<file path="config.mk">
export PLATFORM = sky130hd
export DESIGN_NAME = shift_sequencer_flat
export DESIGN_NICKNAME = d
export VERILOG_FILES = /design/src/rtl/shift_sequencer_if.sv /design/src/rtl/shift_sequencer.sv /design/src/flat_wrapper.sv
export SDC_FILE = /design/constraint.sdc
export NUM_CORES = 1
export LEC_CHECK = 0
export BUFFER_PORTS_ARGS = -buffer_cell sky130_fd_sc_hd__buf_2
export CAP_MARGIN = 20
export CELL_PAD_IN_SITES_DETAIL_PLACEMENT = 0
export CELL_PAD_IN_SITES_GLOBAL_PLACEMENT = 2
export CORE_MARGIN = 3
export CORE_UTILIZATION = 33
export CTS_CLUSTER_SIZE = 28
export DETAILED_ROUTE_END_ITERATION = 12
export MAX_ROUTING_LAYER = met4
export PLACE_DENSITY = 0.94
export REMOVE_ABC_BUFFERS = 1
export SYNTH_ARGS = -nofsm -noshare
export SYNTH_HDL_FRONTEND = slang
export SYNTH_SLANG_ARGS = --single-unit
</file>
<file path="constraint.sdc">
create_clock -name i_clk -period 5.3 [get_ports i_clk]
set_input_delay 1.59 -clock i_clk [delete_from_list [all_inputs] [get_ports i_clk]]
set_output_delay 1.59 -clock i_clk [all_outputs]
set_load 0.005 [all_outputs]
</file>
<file path="src/rtl/shift_sequencer_if.sv">
// Request/response bundle between a shift requester and the shift sequencer.
// The requester drives the operand and START; the sequencer returns BUSY,
// a one-cycle DONE pulse and the held RESULT.
interface shift_sequencer_if #(
   parameter int WIDTH = 32,
   parameter int AMT_W = 5
);
   logic             start;
   logic             dir;      // 1 = right, 0 = left
   logic             arith;    // sign-fill on right shifts
   logic [AMT_W-1:0] amt;
   logic [WIDTH-1:0] data_in;
   logic             busy;
   logic             done;
   logic [WIDTH-1:0] result;

   modport master (
      output start, dir, arith, amt, data_in,
      input  busy, done, result
   );

   modport slave (
      input  start, dir, arith, amt, data_in,
      output busy, done, result
   );
endinterface

</file>
<file path="src/rtl/shift_sequencer.sv">
// Multi-cycle 32-bit shift controller wrapped around an external 4-bit
// shifter stage. The accumulator is fed through the stage once per cycle for
// each 4-bit step, then the 0..3 remaining positions are done internally
// one bit per cycle. RESULT/DONE are registered out of the FINISH state.
module shift_sequencer #(
   parameter int WIDTH = 32,
   parameter int AMT_W = 5
) (
   input  logic             i_clk,
   input  logic             i_rst_n,
   shift_sequencer_if.slave s_if,
   output logic             o_stg_sh_dir,
   output logic             o_stg_amt_n,
   output logic             o_stg_neg,
   output logic [WIDTH-1:0] o_stg_in,
   input  logic [WIDTH-1:0] i_stg_out
);

   localparam int CNT4_W = AMT_W - 2;

   typedef enum logic [1:0] {
      ST_IDLE   = 2'd0,
      ST_SHIFT4 = 2'd1,
      ST_SHIFT1 = 2'd2,
      ST_FINISH = 2'd3
   } state_t;

   state_t              r_state;
   state_t              w_next_state;
   logic [WIDTH-1:0]    r_acc;
   logic [CNT4_W-1:0]   r_cnt4;
   logic [1:0]          r_cnt1;
   logic                r_dir;
   logic                r_fill;
   logic [WIDTH-1:0]    r_result;
   logic                r_done;

   logic                w_capture;
   logic [CNT4_W-1:0]   w_amt4;
   logic [1:0]          w_amt1;
   logic [WIDTH-1:0]    w_shift1;

   assign w_amt4 = s_if.amt[AMT_W-1:2];
   assign w_amt1 = s_if.amt[1:0];

   // DONE rises in the cycle after FINISH, when the FSM is already back in
   // IDLE. That cycle still counts as busy so a START coinciding with the
   // DONE pulse is dropped instead of silently starting a new operation.
   assign w_capture = (r_state == ST_IDLE) && !r_done && s_if.start;

   // One-bit step: right shifts insert the latched fill, left shifts insert 0.
   assign w_shift1 = r_dir ? {r_fill, r_acc[WIDTH-1:1]}
                           : {r_acc[WIDTH-2:0], 1'b0};

   // State register
   always_ff @(posedge i_clk or negedge i_rst_n) begin
      if (!i_rst_n) begin
         r_state <= ST_IDLE;
      end else begin
         r_state <= w_next_state;
      end
   end

   // Next-state logic; the last step of each phase picks the following phase
   // so no cycle is wasted on a zero count.
   always_comb begin
      w_next_state = r_state;
      case (r_state)
         ST_IDLE: begin
            if (w_capture) begin
               if (w_amt4 != '0)      w_next_state = ST_SHIFT4;
               else if (w_amt1 != '0) w_next_state = ST_SHIFT1;
               else                   w_next_state = ST_FINISH;
            end
         end
         ST_SHIFT4: begin
            if (r_cnt4 == CNT4_W'(1)) begin
               if (r_cnt1 != '0) w_next_state = ST_SHIFT1;
               else              w_next_state = ST_FINISH;
            end
         end
         ST_SHIFT1: begin
            if (r_cnt1 == 2'd1) w_next_state = ST_FINISH;
         end
         ST_FINISH: begin
            w_next_state = ST_IDLE;
         end
         default: begin
            w_next_state = ST_IDLE;
         end
      endcase
   end

   // Operand capture and per-step accumulator/counter updates
   always_ff @(posedge i_clk or negedge i_rst_n) begin
      if (!i_rst_n) begin
         r_acc  <= '0;
         r_cnt4 <= '0;
         r_cnt1 <= '0;
         r_dir  <= 1'b0;
         r_fill <= 1'b0;
      end else begin
         case (r_state)
            ST_IDLE: begin
               if (w_capture) begin
                  r_acc  <= s_if.data_in;
                  r_cnt4 <= w_amt4;
                  r_cnt1 <= w_amt1;
                  r_dir  <= s_if.dir;
                  r_fill <= s_if.arith & s_if.dir & s_if.data_in[WIDTH-1];
               end
            end
            ST_SHIFT4: begin
               r_acc  <= i_stg_out;
               r_cnt4 <= r_cnt4 - CNT4_W'(1);
            end
            ST_SHIFT1: begin
               r_acc  <= w_shift1;
               r_cnt1 <= r_cnt1 - 2'd1;
            end
            default: begin
            end
         endcase
      end
   end

   // Registered completion: RESULT updates only together with the DONE pulse
   always_ff @(posedge i_clk or negedge i_rst_n) begin
      if (!i_rst_n) begin
         r_result <= '0;
         r_done   <= 1'b0;
      end else begin
         r_done <= (r_state == ST_FINISH);
         if (r_state == ST_FINISH) r_result <= r_acc;
      end
   end

   assign s_if.busy   = (r_state != ST_IDLE) || r_done;
   assign s_if.done   = r_done;
   assign s_if.result = r_result;

   // Stage controls: direction and fill hold from capture to capture; the
   // stage only shifts while in SHIFT4 and passes through otherwise.
   assign o_stg_sh_dir = r_dir;
   assign o_stg_neg    = r_fill;
   assign o_stg_amt_n  = (r_state == ST_SHIFT4);
   assign o_stg_in     = r_acc;

endmodule
</file>
<file path="src/flat_wrapper.sv">
// flat-port wrapper written by rule: the top's interface ports become plain ports
module shift_sequencer_flat 
#(
   parameter int WIDTH = 32,
   parameter int AMT_W = 5
)
  (i_clk, i_rst_n, o_stg_sh_dir, o_stg_amt_n, o_stg_neg, o_stg_in, i_stg_out, s_if_start, s_if_dir, s_if_arith, s_if_amt, s_if_data_in, s_if_busy, s_if_done, s_if_result);
  shift_sequencer_if #(.WIDTH(WIDTH), .AMT_W(AMT_W)) s_if_i ();
  input  logic i_clk;
  input  logic i_rst_n;
  output logic o_stg_sh_dir;
  output logic o_stg_amt_n;
  output logic o_stg_neg;
  output logic [WIDTH-1:0] o_stg_in;
  input  logic [WIDTH-1:0] i_stg_out;
  input wire logic [$bits(s_if_i.start)-1:0] s_if_start;
  input wire logic [$bits(s_if_i.dir)-1:0] s_if_dir;
  input wire logic [$bits(s_if_i.arith)-1:0] s_if_arith;
  input wire logic [$bits(s_if_i.amt)-1:0] s_if_amt;
  input wire logic [$bits(s_if_i.data_in)-1:0] s_if_data_in;
  output wire logic [$bits(s_if_i.busy)-1:0] s_if_busy;
  output wire logic [$bits(s_if_i.done)-1:0] s_if_done;
  output wire logic [$bits(s_if_i.result)-1:0] s_if_result;
  assign s_if_i.start = s_if_start;
  assign s_if_i.dir = s_if_dir;
  assign s_if_i.arith = s_if_arith;
  assign s_if_i.amt = s_if_amt;
  assign s_if_i.data_in = s_if_data_in;
  assign s_if_busy = s_if_i.busy;
  assign s_if_done = s_if_i.done;
  assign s_if_result = s_if_i.result;
  shift_sequencer #(.WIDTH(WIDTH), .AMT_W(AMT_W)) u_core (.i_clk(i_clk), .i_rst_n(i_rst_n), .s_if(s_if_i), .o_stg_sh_dir(o_stg_sh_dir), .o_stg_amt_n(o_stg_amt_n), .o_stg_neg(o_stg_neg), .o_stg_in(o_stg_in), .i_stg_out(i_stg_out));
endmodule
</file>
=== Yosys cells after proc, flatten, opt, wreduce, memory -nomap -nowiden ===
Cells that the tools add are included.

* Register bits: 74
* Output and inout port bits: 69

* Add/sub/neg operators: 2
* Equality and inequality tests: 8
* Muxes and demuxes: 14
* Bitwise logic cells: 2
* Reduce and logical (&&, ||, !) cells: 17

{| class="wikitable"
|+ Operator list
! kind !! count
|-
| 32-bit one-hot mux with 3 select lines || 1
|-
| 32-bit two-way mux || 2
|-
| 2-bit two-way mux || 5
|-
| 2-bit nonzero test || 5
|-
| 2-bit one-hot mux with 4 select lines || 1
|-
| 2-bit AND reduction || 4
|-
| 2-bit by 1-bit != test with 1-bit output (second input constant) || 3
|-
| 3-bit one-hot mux with 2 select lines || 1
|-
| 3-bit nonzero test || 2
|-
| 2-bit by 1-bit equality test with 1-bit output (second input constant) || 2
|-
| 2-bit equality test (second input constant) || 2
|-
| 2-bit one-hot mux with 2 select lines || 1
|-
| 3-bit by 1-bit equality test with 1-bit output (second input constant) || 1
|-
| 3-bit two-way mux || 1
|-
| 3-bit AND reduction || 1
|-
| 3-bit by 1-bit subtractor with 3-bit output (second input constant) || 1
|-
| 1-bit AND || 2
|-
| 1-bit logical AND || 2
|-
| 2-bit zero test || 1
|-
| 1-bit two-way mux || 2
|-
| 2-bit by 1-bit subtractor with 2-bit output (second input constant) || 1
|-
| 1-bit zero test || 1
|-
| 1-bit logical OR || 1
|}

=== Logic depth before layout (Yosys ltp) ===
* Depth in word-level cells: 5
* Mapped depth: 7

=== Worst setup path after synthesis ===
OpenSTA, ideal clock, no wires.

* Kind: reg-to-output
* Start point: register u_core.r_state[0]
* End point: output s_if_busy
* Arrival time: 1345 ps
* Required time: 3710 ps
* Slack: 2365 ps
* Stages on the path, launching flop included: 6
* Cells stage by stage: dfrtp_1 inv_1 ha_1 clkbuf_1 clkbuf_1 nand2b_1

* Cells in the longest elaborated chain, start to end: 2

{| class="wikitable"
|+ RTL lines
! element !! line !! text
|-
| start: declaration || shift_sequencer.sv:28 || <nowiki>state_t r_state;</nowiki>
|-
| start signal: assignment || shift_sequencer.sv:60 || <nowiki>r_state <= w_next_state;</nowiki>
|-
| 2-bit nonzero test || shift_sequencer.sv:138 || <nowiki>assign s_if.busy = (r_state != ST_IDLE) || r_done;</nowiki>
|-
| 1-bit logical OR || shift_sequencer.sv:138 ||
|-
| end: declaration || flat_wrapper.sv:21 || <nowiki>output wire logic [$bits(s_if_i.busy)-1:0] s_if_busy;</nowiki>
|}

Every way passes these cells.

=== Final worst setup path ===
Ends and elaborated chain as after synthesis.

==> impl_results.md <==
- Ys Warns: 0
- Relative slew slack: 0.313
- Dominant cell type by area after synthesis: dfrtp_1
- Gr usage total: 0.185
- Post-Syn Area: 4130 um^2
- Routed Antenna Nets: 0
- Cell Rows: 40
- Critical path origin: u_core.r_state[0]
- Final period utilization: 0.670
- GR peak layer: met2
- Fin crit period: 3.55 ns
- Max incr delay on CP: around 0.75 ns
- WS Path Type: reg2out
- Clock-pin slew on the worst setup and hold paths: 0.06 ns
- Most frequent cells in the layout: buf_2 (141), dfrtp_1 (73), mux2i_1 (36), nand2_1 (36)
- Worst min-delay path category: reg2reg
- Worst Clk Skew: about 0.0067 ns
- Reg2reg start: u_core.r_state[0]
- Critical Path Fanout Max: 39
- Total Die Area: around 14000 um^2
- Crit-path cells: inv_1 > ha_2 > nand2b_1 > buf_2
- Commonest non-fill, non-tap cell in the layout: buf_2
- Leakage: 2.51 nW
- Hold_buf cts: 0
- Grt total ovfl: 0
- Final setup fails: 0
- TritonCTS clock tree: yes
- Critical Path AT: just under 2 ns
- Most area-consuming cells after synthesis: dfrtp_1 (45%), mux2_2 (9.3%), mux2i_1 (8.7%)
- Hpwl dp: 7.88 mm
- DR WL/cell: 17.8 um
- Cell count after synthesis: 394
- Startpoint Class: flip-flop
- Seq/Total Area, Yosys: 0.448
- Fraction of layout cells with a size suffix above 1: 0.383
- Hold_sp: u_core.s_if.result[21]
- Global Route met3 Usage: 0.0437
- Clk Latency, worst-skew pair: about 0.34 ns
- CP max-delay cell: ha_2
- CTS buffer count: 9
- CTS H-tree lvls: 3
- Initial DRC Count: 212
- Tot Pwr: 0.00389 W
- Max_cap viols: 0
- Global Route met2 Usage: 0.286
- Mean Syn Cell Area: 10.5 um^2
- Area Growth Syn to Fin: 26.8%
- Met1 GRT Util: 0.237
- Vias in the first global route: 3817
- Synth Register Bits: 74
- Num Clock Sinks: 74
- Initial Util: 0.341
- Fin Setup TNS: 0 ns
- Core region area: roughly 12000 um^2
- Total I/O pin count: 143
- Clock Path Buffers: 2
- Distinct cells, synth: 31
- DIE HEIGHT: 118 um
- Final Hold Violating Endpoints: 0
- Routability cong.: roughly 0.77
- Max VDD drop: 396 uV
- Post-synth top area share: 0.448
- Largest net degree at the start of global routing: 75
- Avg Vias per Cell: approximately 5.2
- Worst Path Required: 3.71 ns
- Initial antenna violation count: 0
- Number of gates resized after cts: 0
- Root buf cell: clkbuf_16
- First-pass GRT wire length: 20.1 mm
- Max Freq: 282 MHz
- Ant diodes: 0
- Status: completed
- Count of input and output buffers: 142
- Worst-Margin Slew: 1.03 ns
- Post-CTS setup buffer count: 0
- Post-Route WL: 12.2 mm
- Vias: around 3600
- Cell Pwr Density: around 740 nW/um^2
- DR pass1 iterations: 4
- Worst setup EP type: primary output
- Nets: 600
- Die Width: 118 um
- Unrepaired setup endpoints after global routing: false
- Drt drc: 0
- Slew Viols, Final: 0
==> area by class of cell <==
type,instances,area (um^2)
Sequential cell,74,1850
Clock buffer,13,260
Tap cell,168,210
Multi-Input combinational cell,274,2100
Clock inverter,3,15.0
Timing Repair Buffer,146,763
Inverter,10,37.5
Fill cell,1220,6870
==> state kept, by name, indices dropped and copies added (netlist names) <==
| name | flops |
|---|---|
| u_core.r_state | 2 |
| u_core.s_if.result | 32 |
| u_core.o_stg_in | 32 |
| u_core.r_cnt4 | 3 |
| u_core.s_if.done | 1 |
| u_core.o_stg_sh_dir | 1 |
| u_core.r_cnt1 | 2 |
| u_core.o_stg_neg | 1 |
==> cells by family (layout without fill, tap and decap cells) <==
family	count (synthesis)	in the layout	share of synthesized area
AO/OA/AOI/OAI	109	109	0.206
adder cells (fa/ha/maj)	11	11	0.0333
buffers and inverters	46	172	0.0463
flip-flops	74	74	0.448
multiplexers	71	71	0.183
AND/OR/NAND/NOR	83	83	0.0836
==> where the power goes <==
part	total, W	leakage, nW	internal [W]	switching, W
Combinational	0.00210	1.47	0.00106	0.00104
Clock	0.000576	0.139	0.000340	0.000235
Sequential	0.00121	0.895	0.000874	0.000338
Total	0.00389	2.51	0.00227	0.00161
==> synth_stat cells <==
library cell / n
o211ai_1: 31
nor3_1: 2
a211oi_1: 34
clkbuf_1: 20
buf_1: 6
and2_1: 1
o21a_1: 1
o21ai_0: 4
a211o_1: 2
a22o_1: 31
nand3_1: 2
nand2_1: 36
nor2_1: 33
o211a_1: 1
a21o_1: 1
inv_1: 10
mux2_2: 34
nand3b_1: 2
a21oi_1: 1
ha_1: 11
mux2_1: 1
buf_6: 1
nand2b_1: 5
a22oi_1: 1
dfrtp_1: 74
buf_2: 9
a222oi_1: 1
nor2b_1: 1
mux2i_1: 36
nor3b_1: 1
a31oi_1: 1
==> per-layer routing <==
layer | vias up | wire length (um)
li1 | 1690 | -
met1 | 1740 | 5610
met2 | 124 | 5790
met3 | 12 | 682
met4 | 0 | 150
met5 | - | 0
==> worst max-delay path: cells and delay by family, from the launching register on <==
family                     cells  cell delay (ns)
adders and majority gates      1             0.75
DFF                            1             0.44
buffers and inverters          2             0.31
and+or+nand+nor                1             0.10
==> final timing paths <==
path	to	slack, ns	cells after the start
setup / recovery	s_if_busy	1.75	4
hold / removal	u_core.s_if.result[21]	0.50	1
setup reg to reg	u_core.o_stg_in[0]	2.49	5
hold reg to reg	u_core.s_if.result[21]	0.50	1
max in group asynchronous	u_core.o_stg_sh_dir	3.22	1
min in group asynchronous	u_core.s_if.result[14]	1.41	1
==> metrics by stage <==
step	hold WS [ns]	std cells	utilization	cell area [um^2]	setup slack [ns]
2_1_floorplan	0.486	358	-	3980	1.92
3_3_place_gp	0.484	670	0.407	4930	1.58
3_5_place_dp	0.491	670	0.407	4930	1.58
4_1_cts	0.504	686	0.430	5200	1.72
5_1_grt	0.512	688	0.432	5240	1.60
6_report	0.498	688	0.432	5240	1.75
Power figures use the tool's default switching activity.
